===== src/rtl/data_buffer_ctrl.sv =====
// data_buffer_ctrl: hands the 64-byte endpoint buffer between USB RX, AHB and USB TX.
// It drives every data_buffer strobe and rejects transfers that would overrun or underrun the buffer.
module data_buffer_ctrl #(
  parameter int unsigned DEPTH = 64,
  parameter int unsigned OCC_W = 7
) (
  input  logic             clk,
  input  logic             rst,
  input  logic             rx_packet_start,
  input  logic             rx_byte_valid,
  input  logic             rx_packet_done,
  input  logic             rx_packet_err,
  input  logic             ahb_rd_req,
  input  logic             ahb_wr_req,
  input  logic [1:0]       ahb_size,
  input  logic             ahb_flush,
  input  logic             tx_packet_start,
  input  logic             tx_byte_req,
  input  logic [OCC_W-1:0] buffer_occupancy,
  output logic             store_rx_packet_data,
  output logic             get_rx_data,
  output logic             store_tx_data,
  output logic             get_tx_packet_data,
  output logic             clear,
  output logic             buffer_reserved,
  output logic             ahb_ack,
  output logic             ahb_err,
  output logic             rx_overflow,
  output logic             rx_busy
);

  localparam int unsigned SUM_W = OCC_W + 1;

  typedef enum logic [2:0] {IDLE, RX, HOLD, AHB_WR, TX} state_t;

  state_t           state, state_next;
  logic             store_rx_d, get_rx_d, store_tx_d, get_tx_d, clear_d, ack_d, err_d, overflow_d;
  logic [SUM_W-1:0] occ, rx_fill, req_bytes, depth;
  logic             rd_req, wr_req;

  assign occ       = SUM_W'(buffer_occupancy);
  // last cycle's RX store has not reached buffer_occupancy yet
  assign rx_fill   = occ + SUM_W'(store_rx_packet_data);
  assign req_bytes = SUM_W'(ahb_size) + SUM_W'(1);
  assign depth     = SUM_W'(DEPTH);
  // a held request is ignored while its previous response is still being absorbed
  assign rd_req    = ahb_rd_req && !ahb_ack && !ahb_err;
  assign wr_req    = ahb_wr_req && !ahb_ack && !ahb_err;

  // next-state and strobe decode
  always_comb begin
    state_next = state;
    store_rx_d = 1'b0;
    get_rx_d   = 1'b0;
    store_tx_d = 1'b0;
    get_tx_d   = 1'b0;
    clear_d    = 1'b0;
    ack_d      = 1'b0;
    err_d      = 1'b0;
    overflow_d = rx_overflow;

    if (ahb_flush) begin
      state_next = IDLE;
      clear_d    = 1'b1;
      overflow_d = 1'b0;
    end else begin
      if (rx_packet_start) overflow_d = 1'b0;
      unique case (state)
        IDLE: begin
          if (rx_packet_start && occ == '0) begin
            state_next = RX;
          end else if (wr_req) begin
            if (occ + req_bytes <= depth) begin
              store_tx_d = 1'b1;
              ack_d      = 1'b1;
              state_next = AHB_WR;
            end else begin
              err_d = 1'b1;
            end
          end else if (rd_req) begin
            err_d = 1'b1;
          end
        end
        RX: begin
          if (rx_packet_err) begin
            clear_d    = 1'b1;
            state_next = IDLE;
          end else begin
            if (rx_byte_valid) begin
              if (rx_fill < depth) store_rx_d = 1'b1;
              else                 overflow_d = 1'b1;
            end
            if (rx_packet_done)
              state_next = ((rx_fill + SUM_W'(store_rx_d)) != '0) ? HOLD : IDLE;
          end
          if (rd_req || wr_req) err_d = 1'b1;
        end
        HOLD: begin
          if (rd_req) begin
            if (occ >= req_bytes) begin
              get_rx_d = 1'b1;
              ack_d    = 1'b1;
            end else begin
              err_d = 1'b1;
            end
          end else if (wr_req) begin
            err_d = 1'b1;
          end
          if (occ == '0 && !get_rx_data) state_next = IDLE;
        end
        AHB_WR: begin
          if (wr_req) begin
            if (occ + req_bytes <= depth) begin
              store_tx_d = 1'b1;
              ack_d      = 1'b1;
            end else begin
              err_d = 1'b1;
            end
          end else if (rd_req) begin
            err_d = 1'b1;
          end
          if (tx_packet_start) state_next = TX;
        end
        TX: begin
          // discount a fetch already issued but not yet seen in occupancy
          if (tx_byte_req && occ > SUM_W'(get_tx_packet_data)) get_tx_d = 1'b1;
          if (rd_req || wr_req) err_d = 1'b1;
          if (occ == '0 && !get_tx_packet_data) state_next = IDLE;
        end
        default: state_next = IDLE;
      endcase
    end
  end

  // state and output registers
  always_ff @(posedge clk) begin
    if (rst) begin
      state                <= IDLE;
      store_rx_packet_data <= 1'b0;
      get_rx_data          <= 1'b0;
      store_tx_data        <= 1'b0;
      get_tx_packet_data   <= 1'b0;
      clear                <= 1'b0;
      buffer_reserved      <= 1'b0;
      ahb_ack              <= 1'b0;
      ahb_err              <= 1'b0;
      rx_overflow          <= 1'b0;
      rx_busy              <= 1'b0;
    end else begin
      state                <= state_next;
      store_rx_packet_data <= store_rx_d;
      get_rx_data          <= get_rx_d;
      store_tx_data        <= store_tx_d;
      get_tx_packet_data   <= get_tx_d;
      clear                <= clear_d;
      buffer_reserved      <= (state_next == AHB_WR) || (state_next == TX);
      ahb_ack              <= ack_d;
      ahb_err              <= err_d;
      rx_overflow          <= overflow_d;
      rx_busy              <= (state_next == HOLD);
    end
  end

endmodule


===== config.mk =====
export PLATFORM = sky130hd
export DESIGN_NAME = data_buffer_ctrl
export DESIGN_NICKNAME = d
export VERILOG_FILES = /design/src/rtl/data_buffer_ctrl.sv
export SDC_FILE = /design/constraint.sdc
export NUM_CORES = 1
export LEC_CHECK = 0
export BUFFER_PORTS_ARGS = -buffer_cell sky130_fd_sc_hd__clkbuf_2
export CAP_MARGIN = 20
export CORE_MARGIN = 5
export CORE_UTILIZATION = 55
export CTS_CLUSTER_SIZE = 24
export DETAILED_ROUTE_END_ITERATION = 7
export GPL_ROUTABILITY_DRIVEN = 0
export PLACE_DENSITY = 0.82
export SLEW_MARGIN = 20
export SYNTH_ARGS = -nofsm -noshare
export SYNTH_HDL_FRONTEND = slang
export SYNTH_SLANG_ARGS = --single-unit
export TNS_END_PERCENT = 10

===== constraint.sdc =====
create_clock -name clk -period 4.9 [get_ports clk]
set_clock_uncertainty 0.1 [all_clocks]
set_input_delay 0 -clock clk [delete_from_list [all_inputs] [get_ports clk]]
set_output_delay 0 -clock clk [all_outputs]
set_load 0.005 [all_outputs]

### Word level (Yosys, flattened, before mapping)

Index checks and enable logic that the tools add are counted.
Widths: inputs -> output; s select.

| storage, ports and cells | value |
|---|---|
| flip-flop bits (word level) | 13 |
| word-level logic and storage cells | 92 |
| output and inout port bits | 10 |

| cells by class | value |
|---|---|
| reductions and logical operators | 22 |
| add/sub/neg operators | 4 |
| bitwise logic cells | 3 |
| magnitude comparators | 4 |
| eq/ne operators | 7 |
| multiplexer cells | 41 |

Operators by type and width:

| operator | number |
|---|---|
| $mux 1 | 27 |
| $mux 3 | 9 |
| $pmux 3 s5 | 1 |
| $eq 3x2->1 const B | 4 |
| $add 7x1->8 | 1 |
| $add 7x3->8 | 1 |
| $add 8x1->8 | 1 |
| $le 8x7->1 const B | 1 |
| $logic_and 1x1->1 | 8 |
| $logic_not 8->1 | 1 |
| $lt 8x7->1 const B | 1 |
| $reduce_bool 8->1 | 1 |
| $ge 7x3->1 | 1 |
| $gt 7x1->1 | 1 |
| $eq 3x3->1 const B | 2 |
| $reduce_or 3->1 | 2 |
| $logic_not 1->1 | 4 |
| $pmux 1 s4 | 1 |
| $reduce_or 2->1 | 2 |
| $reduce_or 4->1 | 1 |
| $add 2x1->3 const B | 1 |
| $eq 3x1->1 const B | 1 |
| $logic_not 3->1 | 1 |
| $not 1->1 | 3 |
| other kinds (4) | 5 |

### Depth between registers and ports, before layout

| depth | value |
|---|---|
| word-level depth | 16 |
| gate-level depth with buffers | 12 |

### Worst setup path before layout

Ideal clock, no wire load.

| timing | value |
|---|---|
| path kind | register -> register |
| start | register store_rx_packet_data |
| end | register buffer_reserved |
| data arrival time | 2.249 ns |
| stages on the path, launching flop included | 12 |
| setup slack | 2.460 ns |
| clock period less this slack | 2.440 ns |
| library setup time | 0.091 ns |
| buffers on the path | 0 |
| cell sequence | dfxtp_1 -> ha_1 -> nand4_1 -> a21oi_1 -> nor2b_1 -> ha_1 -> ha_1 -> nor3b_1 -> o2111a_1 -> o211a_1 -> a21oi_1 -> a311oi_1 |

| on the way | value |
|---|---|
| longest elaborated chain between the ends | 16 |
| elaborated cells on any way between the ends | 17 |
| classes of those cells | add/sub: 2; order compare: 1; eq/ne: 2; mux: 10; reduce/logical: 2 |

RTL lines:

| what | line | text |
|---|---|---|
| from (decl) | 20 | `output logic store_rx_packet_data,` |
| from (signal assigned) | 151 | `store_rx_packet_data <= store_rx_d;` |
| $add 7x1->8 (*) | 43 | `assign rx_fill = occ + SUM_W'(store_rx_packet_data);` |
| $lt 8x7->1 | 90 | `if (rx_fill < depth) store_rx_d = 1'b1;` |
| $mux 1 | 90 |  |
| $mux 1 | 89 | `if (rx_byte_valid) begin` |
| $mux 1 | 85 | `if (rx_packet_err) begin` |
| $mux 1 | 68 | `unique case (state)` |
| $mux 1 | 62 | `if (ahb_flush) begin` |
| $add 8x1->8 (*) | 94 | `state_next = ((rx_fill + SUM_W'(store_rx_d)) != '0) ? HOLD : IDLE;` |
| $reduce_bool 8->1 (*) | 94 |  |
| $mux 2 (*) | 94 |  |
| $mux 3 (*) | 93 | `if (rx_packet_done)` |
| $mux 3 (*) | 85 |  |
| $pmux 3 s5 (*) | 68 |  |
| $mux 3 (*) | 62 |  |
| $eq 3x2->1 or $eq 3x3->1 (tied branches) | 156 | `buffer_reserved <= (state_next == AHB_WR) \|\| (state_next == TX);` |
| $logic_or 1x1->1 (*) | 156 |  |
| to (signal assigned) | 156 |  |
| to (decl) | 25 | `output logic buffer_reserved,` |

Every way passes the cells marked *; elsewhere a longest branch is shown, timed or not. The select of a mux whose other input is x is not followed.
A chain may end at the register's enable or synchronous reset.

### Worst setup path after layout

Same ends and word-level chain as after synthesis.

==> impl_metrics.ini <==
[routing]
ant_nets = 0
drt-total-wl_mm = 2.83
viasPerCell = 5.80
dr.pass1.iters = 4
wire_per_inst_um = 14.1
drt_iter0_drc = 62
vias = 1166
drc = 0

[critical_path]
crit_family = compound AO/OA/AOI/OAI gates
startpoint_type = register
max_stage_delay_ns = 0.36
crit_buf_inv = 0
path_class = register to register
critPathMaxFanout = 5
cp_slowest_cell = dfxtp_1
critPathCaptureType = register
crit_chain = ha_1, nand4_1, a21oi_1, nor2b_1, ha_1, ha_1, nor3b_1, o2111a_1, o211a_1, a21oi_1, a311oi_1
crit_required_ns = 5.01
worstPathArrival_ns = 2.78
crit_top_cell = ha_1

[cts]
cts_inserted_buffers = 3
cts_max_level = 1
cts_tree = yes
cts_sinks = 13
cts-root-buf = clkbuf_4
clkTransAtPathRegs_ns = 0.09
ctsHoldBuffers = 10
clock_path_buffers = 2
cts_resized = 0
worstSkewPairLatency_ns = 0.29
cts_setup_buffers = 0

[logic_synthesis]
syn_inst = 135
synth_area_mm2 = 0.00109
synth-edff-count = 0
synth-seq-cells = 13
yosys_warnings = 0
synthesis.nets = 168
synth_cell_type_count = 44
ys_async_sr_fraction_pct = 0
ys_seq_area_share_pct = 23.9
syn_area_per_cell_um2 = 8.07
synth_flop_cell = dfxtp_1

[grt]
grt_max_degree = 14
grt_pass1_wl_mm = 4.74
grt_pass1_vias = 1058
antenna_found_initial = 0
grt.overflow.total = 0
grt_usage_pct = 22.5

[sta]
worst_pin_slew_ns = 0.646
rsz0062_at_grt = false
tns_ns = 0
fmaxAchievable_mhz = 374
setup_viol = 0
final-max-slew-violation-count = 0
post-route-period-util_pct = 54.6
final_hold_viol_count = 0
worst_hold_slack_ns = 0.0278
setup_slack_ns = 2.22
fin_crit_ns = 2.68
maxSlewHeadroom_pct = 56.3

[die]
die_height_um = 54.5
rows = 16
die_x_um = 54.5
io_pins = 30
initial_utilization_pct = 56.7
dieArea_mm2 = 0.00297
coreArea_mm2 = 0.00192

[job]
drv_cap = 0

[power]
power_mw = 0.252
irDropWorstVdd_v = 0.000174
p_leak_nw = 0.636
power_density_mw_per_mm2 = 183

[cells_and_area]
syn2layout_area_growth_pct = 26.6
finalNetCount = 208
fin_util_pct = 71.8
design_area_mm2 = 0.00138
antenna_cells_inserted = 0
post_layout_nonfiller_instances = 201
drive_above_1_share_pct = 20.7

[placed_design]
numPlacedInstances = 187
place_hpwl_mm = 2.15
place_ws_ns = 2.21
io_buffers = 29
place_area_mm2 = 0.00125

[hold_path]
hp-class = primary input to register

[status]
outcome = finished clean
[path summary, 6_finish.rpt]
path	cells past startpoint	start	to	slack, ns
max	11	store_rx_packet_data$_SDFF_PP0_	buffer_reserved$_SDFF_PP0_	2.22
min	4	buffer_occupancy[5]	get_tx_packet_data$_SDFF_PP0_	0.03
max reg2reg	11	store_rx_packet_data$_SDFF_PP0_	buffer_reserved$_SDFF_PP0_	2.22
min reg2reg	3	ahb_ack$_SDFF_PP0_	ahb_err$_SDFF_PP0_	0.46
[routing by layer]
layer / wire length (um) / vias up / global-route usage, %
met5: 0 / - / 0
met4: 76 / 0 / 8.30
met3: 183 / 11 / 4.90
met2: 1300 / 47 / 36.9
met1: 1270 / 529 / 28.7
li1: - / 579 / -
[layout make-up]
| type | instances | area, um2 |
|---|---|---|
| clock buffer | 4 | 26.3 |
| tap | 27 | 33.8 |
| fill | 165 | 542 |
| multi-input combinational | 108 | 777 |
| inverter | 10 | 37.5 |
| timing repair buffer | 39 | 245 |
| sequential | 13 | 260 |
[kinds of logic (layout without fill, tap and decap cells)]
kind of cell,count (synthesis),after routing,synth area share [%]
AOI/OAI and AO/OA,37,37,23.5
xor gates and xnor gates,3,3,2.41
adders and majority gates,13,13,15.6
buffers and inverters,14,53,4.82
DFF,13,13,23.9
muxes,1,1,0.919
and+or+nand+nor,54,54,28.8
[layout by cell type, fill, tap and decap left out, drive strengths merged, types with 3 or more instances in the layout]
master	n
clkbuf	33
dfxtp	13
nor2	12
ha	12
inv	10
a21oi	10
dlygate4sd3	10
nand2b	8
nand2	6
o21ai	6
nor3	5
nor2b	5
nand4	3
nand3	3
a31oi	3
[power breakdown]
part	switching, mW	total [mW]	internal (mW)
combinational	0.0381	0.0708	0.0327
sequential	0.00306	0.112	0.109
clock	0.0379	0.0696	0.0317
[cell usage after synthesis (2+ instances only)]
master | instances | area (um2)
dfxtp_1 | 13 | 260
ha_1 | 12 | 150
nor2_1 | 12 | 45.0
a21oi_1 | 10 | 50.1
inv_1 | 10 | 37.5
nand2b_1 | 8 | 50.1
nand2_1 | 6 | 22.5
nor2b_1 | 5 | 31.3
nor3_1 | 5 | 25.0
o21ai_0 | 5 | 25.0
clkbuf_1 | 4 | 15.0
nand3_1 | 3 | 15.0
nand4_1 | 3 | 18.8
a2111oi_0 | 2 | 17.5
a211oi_1 | 2 | 15.0
a31oi_1 | 2 | 12.5
and3_1 | 2 | 12.5
nor4_1 | 2 | 12.5
o21a_1 | 2 | 15.0
o31ai_1 | 2 | 15.0
xor2_1 | 2 | 17.5
[worst register-to-register path, delay by kind of cell, from the launching register on]
family	cells	cell delay (ns)
fa+ha+maj	3	0.76
simple gates	3	0.43
flops	1	0.36
compound gates	5	0.95
[sequential cells by signal (all words and copies together), names as in the netlist]
name / count
rx_busy: 1
rx_overflow: 1
state: 3
get_tx_packet_data: 1
store_rx_packet_data: 1
store_tx_data: 1
clear: 1
ahb_err: 1
get_rx_data: 1
buffer_reserved: 1
ahb_ack: 1
Note: power is estimated with default switching activity, not from simulation.
